`config.mk`:
```
export PLATFORM = sky130hd
export DESIGN_NAME = signed_seq_divider_flat
export DESIGN_NICKNAME = d
export VERILOG_FILES = /design/src/rtl/cpu_alu_pkg.sv /design/src/rtl/signed_seq_divider_if.sv /design/src/rtl/div_trial_sub.sv /design/src/rtl/signed_seq_divider.sv /design/src/flat_wrapper.sv
export SDC_FILE = /design/constraint.sdc
export NUM_CORES = 1
export LEC_CHECK = 0
export BUFFER_PORTS_ARGS = -buffer_cell sky130_fd_sc_hd__buf_2
export CAP_MARGIN = 20
export CORE_ASPECT_RATIO = 0.9
export CORE_MARGIN = 2
export CORE_UTILIZATION = 50
export DETAILED_ROUTE_END_ITERATION = 8
export PLACE_DENSITY = 0.82
export SLEW_MARGIN = 15
export SYNTH_ARGS = -nofsm -noshare
export SYNTH_HDL_FRONTEND = slang
export SYNTH_HIERARCHICAL = 1
export SYNTH_SLANG_ARGS = --single-unit
```
`constraint.sdc`:
```
create_clock -name clk -period 6.34 [get_ports clk]
set_input_delay 0.951 -clock clk [delete_from_list [all_inputs] [get_ports clk]]
set_output_delay 0.951 -clock clk [all_outputs]
set_load 0.01 [all_outputs]
```
`src/rtl/cpu_alu_pkg.sv`:
```
// Shared definitions for the CPU ALU iterative signed divider.
//   DEF_WIDTH : default operand/result width
//   SMIN      : most negative value for DEF_WIDTH (1 << (DEF_WIDTH-1))
//   CNT_W     : iteration counter width for DEF_WIDTH
//   div_state_e : divider FSM state encoding
package cpu_alu_pkg;

  localparam int DEF_WIDTH = 8;
  localparam logic [DEF_WIDTH-1:0] SMIN = {1'b1, {(DEF_WIDTH-1){1'b0}}};
  localparam int CNT_W = $clog2(DEF_WIDTH + 1);

  typedef enum logic [1:0] {
    IDLE  = 2'd0,
    CALC  = 2'd1,
    FIXUP = 2'd2
  } div_state_e;

endpackage

```
`src/rtl/signed_seq_divider_if.sv`:
```
// Start/busy/done handshake bundle between the ALU control FSM and the divider.
//   master : drives start, dividend, divisor; observes status and results
//   slave  : the divider itself
interface signed_seq_divider_if #(
  parameter int WIDTH = 8
);
  logic                    start;
  logic signed [WIDTH-1:0] dividend;
  logic signed [WIDTH-1:0] divisor;
  logic                    busy;
  logic                    done;
  logic signed [WIDTH-1:0] quotient;
  logic signed [WIDTH-1:0] remainder;
  logic                    div_by_zero;
  logic                    overflow;

  modport master (
    output start, dividend, divisor,
    input  busy, done, quotient, remainder, div_by_zero, overflow
  );

  modport slave (
    input  start, dividend, divisor,
    output busy, done, quotient, remainder, div_by_zero, overflow
  );
endinterface

```
`src/rtl/div_trial_sub.sv`:
```
// Combinational (WIDTH+1)-bit trial subtractor for restoring division.
//   p      : partial remainder {R, next dividend bit}
//   d      : divisor magnitude (zero-extended to WIDTH+1 bits internally)
//   diff   : p - d, computed as p + ~{0,d} + 1
//   borrow : 1 when p < d, i.e. the caller must restore p
module div_trial_sub #(
  parameter int WIDTH = 8
) (
  input  logic [WIDTH:0]   p,
  input  logic [WIDTH-1:0] d,
  output logic [WIDTH:0]   diff,
  output logic             borrow
);

  logic [WIDTH+1:0] sum;

  // Carry out of the two's-complement add is the inverted borrow.
  assign sum    = {1'b0, p} + {1'b0, ~{1'b0, d}} + {{(WIDTH+1){1'b0}}, 1'b1};
  assign diff   = sum[WIDTH:0];
  assign borrow = ~sum[WIDTH+1];

endmodule

```
`src/rtl/signed_seq_divider.sv`:
```
// Iterative signed divider, one restoring-division quotient bit per clock.
// Results truncate toward zero; remainder takes the sign of the dividend.
// Fixed latency: done pulses WIDTH+1 clocks after the edge accepting start.
//   clk, rst_n : clock, asynchronous active-low reset
//   bus.start, bus.dividend, bus.divisor : request, sampled only in IDLE
//   bus.busy   : high while an operation is in flight
//   bus.done   : one-cycle result-valid pulse
//   bus.quotient, bus.remainder, bus.div_by_zero, bus.overflow : held results
module signed_seq_divider
  import cpu_alu_pkg::*;
#(
  parameter int WIDTH = DEF_WIDTH
) (
  input  logic                clk,
  input  logic                rst_n,
  signed_seq_divider_if.slave bus
);

  localparam int CW = $clog2(WIDTH + 1);
  localparam logic [WIDTH-1:0] MIN_VAL = {1'b1, {(WIDTH-1){1'b0}}};

  function automatic logic [WIDTH-1:0] neg(input logic [WIDTH-1:0] x);
    return ~x + {{(WIDTH-1){1'b0}}, 1'b1};
  endfunction

  // |MIN| wraps to MIN, which is the correct unsigned magnitude.
  function automatic logic [WIDTH-1:0] abs_mag(input logic [WIDTH-1:0] x);
    return x[WIDTH-1] ? neg(x) : x;
  endfunction

  div_state_e state, state_nxt;
  logic [CW-1:0] count;

  logic [WIDTH-1:0] rem_q, quo_q, dvs_mag, dvd_raw;
  logic             sign_q, sign_r, zero_q, ovf_q;

  logic [WIDTH:0] trial_p, trial_diff, rem_next;
  logic           trial_borrow;
  logic           accept;
  logic           unused_rem_msb;

  // ---- trial subtract ----
  assign trial_p = {rem_q, quo_q[WIDTH-1]};

  div_trial_sub #(.WIDTH(WIDTH)) u_trial (
    .p      (trial_p),
    .d      (dvs_mag),
    .diff   (trial_diff),
    .borrow (trial_borrow)
  );

  assign rem_next = trial_borrow ? trial_p : trial_diff;
  // The new partial remainder is always below the divisor, so its MSB is zero.
  assign unused_rem_msb = rem_next[WIDTH];

  // ---- FSM next state ----
  always_comb begin
    state_nxt = state;
    accept    = 1'b0;
    case (state)
      IDLE: begin
        if (bus.start) begin
          state_nxt = CALC;
          accept    = 1'b1;
        end
      end
      CALC:    if (count == CW'(1)) state_nxt = FIXUP;
      FIXUP:   state_nxt = IDLE;
      default: state_nxt = IDLE;
    endcase
  end

  // ---- control and result registers ----
  always_ff @(posedge clk or negedge rst_n) begin
    if (!rst_n) begin
      state           <= IDLE;
      count           <= '0;
      bus.busy        <= 1'b0;
      bus.done        <= 1'b0;
      bus.quotient    <= '0;
      bus.remainder   <= '0;
      bus.div_by_zero <= 1'b0;
      bus.overflow    <= 1'b0;
    end else begin
      state    <= state_nxt;
      bus.done <= 1'b0;
      if (accept) begin
        count    <= CW'(WIDTH);
        bus.busy <= 1'b1;
      end else if (state == CALC) begin
        count <= count - CW'(1);
      end else if (state == FIXUP) begin
        bus.busy <= 1'b0;
        bus.done <= 1'b1;
        if (zero_q) begin
          bus.quotient    <= '1;
          bus.remainder   <= dvd_raw;
          bus.div_by_zero <= 1'b1;
          bus.overflow    <= 1'b0;
        end else if (ovf_q) begin
          bus.quotient    <= MIN_VAL;
          bus.remainder   <= '0;
          bus.div_by_zero <= 1'b0;
          bus.overflow    <= 1'b1;
        end else begin
          bus.quotient    <= sign_q ? neg(quo_q) : quo_q;
          bus.remainder   <= sign_r ? neg(rem_q) : rem_q;
          bus.div_by_zero <= 1'b0;
          bus.overflow    <= 1'b0;
        end
      end
    end
  end

  // ---- iteration datapath ----
  always_ff @(posedge clk) begin
    if (accept) begin
      rem_q   <= '0;
      quo_q   <= abs_mag(bus.dividend);
      dvs_mag <= abs_mag(bus.divisor);
      dvd_raw <= bus.dividend;
      sign_q  <= bus.dividend[WIDTH-1] ^ bus.divisor[WIDTH-1];
      sign_r  <= bus.dividend[WIDTH-1];
      zero_q  <= (bus.divisor == '0);
      ovf_q   <= ($unsigned(bus.dividend) == MIN_VAL) && ($unsigned(bus.divisor) == {WIDTH{1'b1}});
    end else if (state == CALC) begin
      rem_q <= rem_next[WIDTH-1:0];
      quo_q <= {quo_q[WIDTH-2:0], ~trial_borrow};
    end
  end

endmodule

```
`src/flat_wrapper.sv`:
```
// flat-port wrapper written by rule: the top's interface ports become plain ports
module signed_seq_divider_flat import cpu_alu_pkg::*;
#(
  parameter int WIDTH = DEF_WIDTH
)
  (clk, rst_n, bus_start, bus_dividend, bus_divisor, bus_busy, bus_done, bus_quotient, bus_remainder, bus_div_by_zero, bus_overflow);
  signed_seq_divider_if #(.WIDTH(WIDTH)) bus_i ();
  input  logic clk;
  input  logic rst_n;
  input wire logic [$bits(bus_i.start)-1:0] bus_start;
  input wire logic [$bits(bus_i.dividend)-1:0] bus_dividend;
  input wire logic [$bits(bus_i.divisor)-1:0] bus_divisor;
  output wire logic [$bits(bus_i.busy)-1:0] bus_busy;
  output wire logic [$bits(bus_i.done)-1:0] bus_done;
  output wire logic [$bits(bus_i.quotient)-1:0] bus_quotient;
  output wire logic [$bits(bus_i.remainder)-1:0] bus_remainder;
  output wire logic [$bits(bus_i.div_by_zero)-1:0] bus_div_by_zero;
  output wire logic [$bits(bus_i.overflow)-1:0] bus_overflow;
  assign bus_i.start = bus_start;
  assign bus_i.dividend = bus_dividend;
  assign bus_i.divisor = bus_divisor;
  assign bus_busy = bus_i.busy;
  assign bus_done = bus_i.done;
  assign bus_quotient = bus_i.quotient;
  assign bus_remainder = bus_i.remainder;
  assign bus_div_by_zero = bus_i.div_by_zero;
  assign bus_overflow = bus_i.overflow;
  signed_seq_divider #(.WIDTH(WIDTH)) u_core (.clk(clk), .rst_n(rst_n), .bus(bus_i));
endmodule
```
=== Yosys cells after proc, flatten, opt, wreduce, memory -nomap -nowiden ===
Cells that the tools add are included.

* Input bits: 19
* Word-level logic and storage cells: 75
* Register bits: 62
* Output and inout port bits: 20

* Multiplexer cells: 27
* Bitwise operators: 8
* Add/sub/neg operators: 7
* Eq/ne operators: 8
* Reduce and logical (&&, ||, !) cells: 8

{| class="wikitable"
|+ Operator list
! kind !! count
|-
| two-way mux 8 bit || 10
|-
| adder 8 x 1 -> 8 bit, second input constant || 4
|-
| NOT 8 bit || 4
|-
| equality test 8 bit, second input constant || 2
|-
| two-way mux 1 bit || 11
|-
| adder 10 x 1 -> 10 bit, second input constant || 1
|-
| adder 9 x 9 -> 10 bit || 1
|-
| NOT 8 -> 9 bit || 1
|-
| logical NOT 8 bit || 1
|-
| two-way mux 4 bit || 2
|-
| two-way mux 7 bit || 1
|-
| equality test 4 x 1 -> 1 bit, second input constant || 1
|-
| two-way mux 2 bit || 2
|-
| != test 2 x 1 -> 1 bit, second input constant || 2
|-
| case mux 2 bit (2 select lines) || 1
|-
| AND reduction 2 bit || 2
|-
| nonzero test 2 bit || 2
|-
| subtractor 4 x 1 -> 4 bit, second input constant || 1
|-
| AND reduction 3 bit || 1
|-
| equality test 2 x 1 -> 1 bit, second input constant || 1
|-
| equality test 2 bit, second input constant || 1
|-
| logical NOT 2 bit || 1
|-
| != test 2 bit, second input constant || 1
|-
| NOT 1 bit || 2
|-
| 2 further kinds || 2
|}

=== Depth between registers and ports, before layout ===
* Depth after elaboration: 5
* Depth in mapped cells: 9
* Gate-level depth less buffers: 9

=== Hierarchy ===
The synthesis kept the hierarchy.

{| class="wikitable"
|+ Modules (own cells, without submodules)
! module !! area each (um2) !! times used !! sequential area each (um2) !! cells each
|-
| signed_seq_divider || 2,969.1 || 1 || 1,621.6 || 281
|-
| div_trial_sub || 441.7 || 1 || 0.0 || 65
|}

=== Least setup slack after synthesis ===
OpenSTA, ideal clock, no wires.

* Path type: input-to-reg
* From: input port bus_start
* To: register u_core.dvd_raw[0] (enable)
* Path buffers: 2
* Arrival: 2.229 ns
* Setup slack: 3.737 ns
* Stages: 4
* Library setup time: 0.374 ns
* Data required time: 5.966 ns
* Cells stage by stage: or3b_2 -> clkbuf_1 -> clkbuf_1 -> inv_1

* Word-level cells in the longest chain between the ends: 2

{| class="wikitable"
|+ Ends and longest elaborated chain
! what !! line !! RTL
|-
| from (decl) || flat_wrapper.sv:10 || <nowiki>input wire logic [$bits(bus_i.start)-1:0] bus_start;</nowiki>
|-
| two-way mux 1 bit || signed_seq_divider.sv:62 || <nowiki>if (bus.start) begin</nowiki>
|-
| two-way mux 1 bit || signed_seq_divider.sv:60 || <nowiki>case (state)</nowiki>
|-
| net u_core.accept || signed_seq_divider.sv:39 || <nowiki>logic accept;</nowiki>
|-
| to (signal assigned) || signed_seq_divider.sv:121 || <nowiki>dvd_raw <= bus.dividend;</nowiki>
|-
| to (decl) || signed_seq_divider.sv:34 || <nowiki>logic [WIDTH-1:0] rem_q, quo_q, dvs_mag, dvd_raw;</nowiki>
|}

The timed path passes the listed nets, and every way through them passes these cells.
A chain may end at the register's enable or synchronous reset.

=== Worst setup path in the final report ===
* From: register u_core.rem_q[0]
* To: register u_core.rem_q[0]

* Word-level cells in the longest chain between the ends: 3

{| class="wikitable"
|+ Ends and longest elaborated chain
! what !! line !! RTL
|-
| from (decl) || signed_seq_divider.sv:34 ||
|-
| from (signal assigned) || signed_seq_divider.sv:127 || <nowiki>rem_q <= rem_next[WIDTH-1:0];</nowiki>
|-
| adder 9 x 9 -> 10 bit || div_trial_sub.sv:18 || <nowiki>assign sum = {1'b0, p} + {1'b0, ~{1'b0, d}} + {{(WIDTH+1){1'b0}}, 1'b1};</nowiki>
|-
| adder 10 x 1 -> 10 bit || div_trial_sub.sv:18 ||
|-
| two-way mux 8 bit || signed_seq_divider.sv:52 || <nowiki>assign rem_next = trial_borrow ? trial_p : trial_diff;</nowiki>
|}

No other way between the ends.

==> impl_metrics.env <==
export IMPL_htree_levels=3
export IMPL_p_leak_uw=0.001644
export IMPL_hp_class="reg -> reg"
export IMPL_path_clk_slew_ns=0.07
export IMPL_syn_inst=342
export IMPL_grt_max_degree=31
export IMPL_fmax_mhz=358.3
export IMPL_layout_nets=411
export IMPL_io_pins=39
export IMPL_antenna_found_initial=0
export IMPL_whs_path_depth=2
export IMPL_clock_latency_ns=0.35
export IMPL_status="complete, no violations"
export IMPL_rsz0062_at_grt="no"
export IMPL_start_kind="flip-flop"
export IMPL_vias=2663
export IMPL_met2_length_mm=3.241
export IMPL_hold_buffers=0
export IMPL_drt_pass1_iterations=5
export IMPL_core_um2=6551
export IMPL_holdWs_ns=0.4734
export IMPL_syn_cell_area_um2=3381
export IMPL_holdPathEnd="u_core/bus.quotient[1]$_DFFE_PN0P_"
export IMPL_port_buffers=38
export IMPL_syn_to_final_growth_pct=11.99
export IMPL_r2r_end="u_core/rem_q[0]$_SDFFE_PP0N_"
export IMPL_synth_nets=377
export IMPL_cp_arrival_ns=2.99
export IMPL_fin_crit_sh_pct=44.02
export IMPL_grt_pass1_wl_mm=11.94
export IMPL_finalWeightedCongestion=0.7762
export IMPL_top_layer="met4"
export IMPL_cp_required_ns=6.54
export IMPL_power_density_nw_per_um2=487.3
export IMPL_root_buffer="clkbuf_8"
export IMPL_via_per_inst=5.654
export IMPL_track_usage_pct=21.02
export IMPL_fillers=570
export IMPL_period_minus_slack_ns=2.791
export IMPL_cts_setup_buffers=0
export IMPL_ys_warn_count=6
export IMPL_crit_buf_inv=0
export IMPL_report_final_setup_viol=0
export IMPL_layout_commonest_cell="buf_2"
export IMPL_grt_pass1_vias=2359
export IMPL_grt_overflow=0
export IMPL_finalSetupTns_ns=0
export IMPL_rows=28
export IMPL_n_antenna_cell=0
export IMPL_cts_sink_count=61
export IMPL_die_x_um=90.68
export IMPL_drc_errors=0
export IMPL_ir_worst_vdd_mv=0.1784
export IMPL_r2r_start="u_core/rem_q[0]$_SDFFE_PP0N_"
export IMPL_cp_cell_sequence="ha_1 -> nor2b_1 -> o211ai_1 -> nand3_1 -> a311oi_2 -> mux2i_1 -> o21ai_0"
export IMPL_die_h_um=82.01
export IMPL_syn_area_per_cell_um2=9.885
export IMPL_clk_path_buf_depth=2
export IMPL_cp_depth=7
export IMPL_wl_met3_um=496
export IMPL_min_from="u_core/bus.quotient[1]$_DFFE_PN0P_"
export IMPL_switching_share_pct=41.32
export IMPL_p_int_uw=1083
export IMPL_combPwrFrac_pct=43.4
export IMPL_cts_tree="yes"
export IMPL_crit_family="compound AO/OA/AOI/OAI gates"
export IMPL_worst_pin_slew_ns=0.9955
export IMPL_path_max_fanout=9
export IMPL_initial_core_util_pct=51.60
export IMPL_critPathMaxStageDelay_ns=0.90
export IMPL_drive_above_1_share_pct=16.01
export IMPL_routed_wl_mm=7.315
export IMPL_switchingPower_uw=762.4
export IMPL_seqPwrFrac_pct=40.5
export IMPL_drv_slew=0
export IMPL_end_kind="flip-flop"
export IMPL_relSlewSlack_pct=33.63
export IMPL_p_clk_share_pct=16.1
export IMPL_wl_met1_mm=3.479
export IMPL_place_hpwl_mm=5.234
export IMPL_r2r_cells=7
export IMPL_slowest_stage="a311oi_2"
export IMPL_fin_skew_ns=0.006022
export IMPL_final_cell_mix="buf_2, o21ai_0, inv_1, edfxtp_1, dfrtp_1"
export IMPL_maxCapViolations=0
export IMPL_numCtsBuffers=9
export IMPL_hold_viol_final=0
export IMPL_fp_dieArea_um2=7436
export IMPL_drt_iter0_drc=263
export IMPL_cts_resized=0
export IMPL_wire_per_inst_um=15.53
export IMPL_crit_type="reg -> reg"
export IMPL_reg2reg_setup_slack_ns=3.55
export IMPL_drtAntennaViolNets=0
[how the worst max path moves through the flow]
stage / end / slack, ns / start
after floorplan: u_core/dvd_raw[0]$_DFFE_PP_ / 3.74 / bus_start
after global placement: u_core/dvd_raw[1]$_DFFE_PP_ / 3.62 / bus_start
after detailed placement: u_core/dvs_mag[6]$_DFFE_PP_ / 3.56 / bus_start
after CTS: u_core/rem_q[0]$_SDFFE_PP0N_ / 3.58 / u_core/rem_q[0]$_SDFFE_PP0N_
after global routing: u_core/rem_q[2]$_SDFFE_PP0N_ / 3.34 / u_core/rem_q[0]$_SDFFE_PP0N_
final: u_core/rem_q[0]$_SDFFE_PP0N_ / 3.55 / u_core/rem_q[0]$_SDFFE_PP0N_
[sequential cells by signal, summed over array words and instances, names as in the netlist]
signal / cells
u_core/count: 4
u_core/state: 2
u_core/dvs_mag: 8
u_core/zero_q: 1
u_core/dvd_raw: 8
u_core/ovf_q: 1
u_core/bus.busy: 1
u_core/sign_q: 1
u_core/bus.quotient: 8
u_core/bus.remainder: 8
u_core/bus.overflow: 1
u_core/bus.done: 1
u_core/bus.div_by_zero: 1
u_core/rem_q: 8
u_core/quo_q: 8
[routing by layer]
layer / vias up / GRT usage, %
met5: - / 0
met4: 0 / 5.538
met3: 14 / 6.606
met2: 103 / 31.87
met1: 1250 / 29.43
li1: 1296 / -
[cell type report]
class,count,area [um2],area share (%)
well taps,90,112.6,2.974
clock inverters,7,40.04,1.058
repair buffers,38,190.2,5.023
multi-input cells,234,1578,41.67
flip-flops and latches,61,1622,42.83
inverters,32,120.1,3.173
clock buffers,9,123.9,3.272
[per-stage QoR]
step,utilization (%),total power (uW),setup slack [ns],area (um2),std cells
after global placement,55.29,1491,3.624,3622,455
after floorplan,-,1310,3.737,3381,342
after global routing,57.79,1992,3.335,3786,471
after CTS,57.79,1839,3.576,3786,471
final,57.79,1845,3.549,3786,471
after detailed placement,55.29,1541,3.563,3622,455
[power groups by stage]
| stage | combinational, uW | sequential, uW | clock (uW) |
|---|---|---|---|
| floorplan | 572 | 738 | 0 |
| global placement | 749 | 742 | 0 |
| detailed placement | 790 | 751 | 0 |
| CTS | 794 | 744 | 302 |
| global route | 902 | 769 | 321 |
| finish | 801 | 748 | 296 |
[worst reg2reg max path, stage by stage, from the launching register on]
cell and delay [ns]:
dfxtp_1 0.49, ha_1 0.28, nor2b_1 0.14, o211ai_1 0.30, nand3_1 0.18, a311oi_2 0.90, mux2i_1 0.27, o21ai_0 0.08
Note: power is estimated with default switching activity, not from simulation.
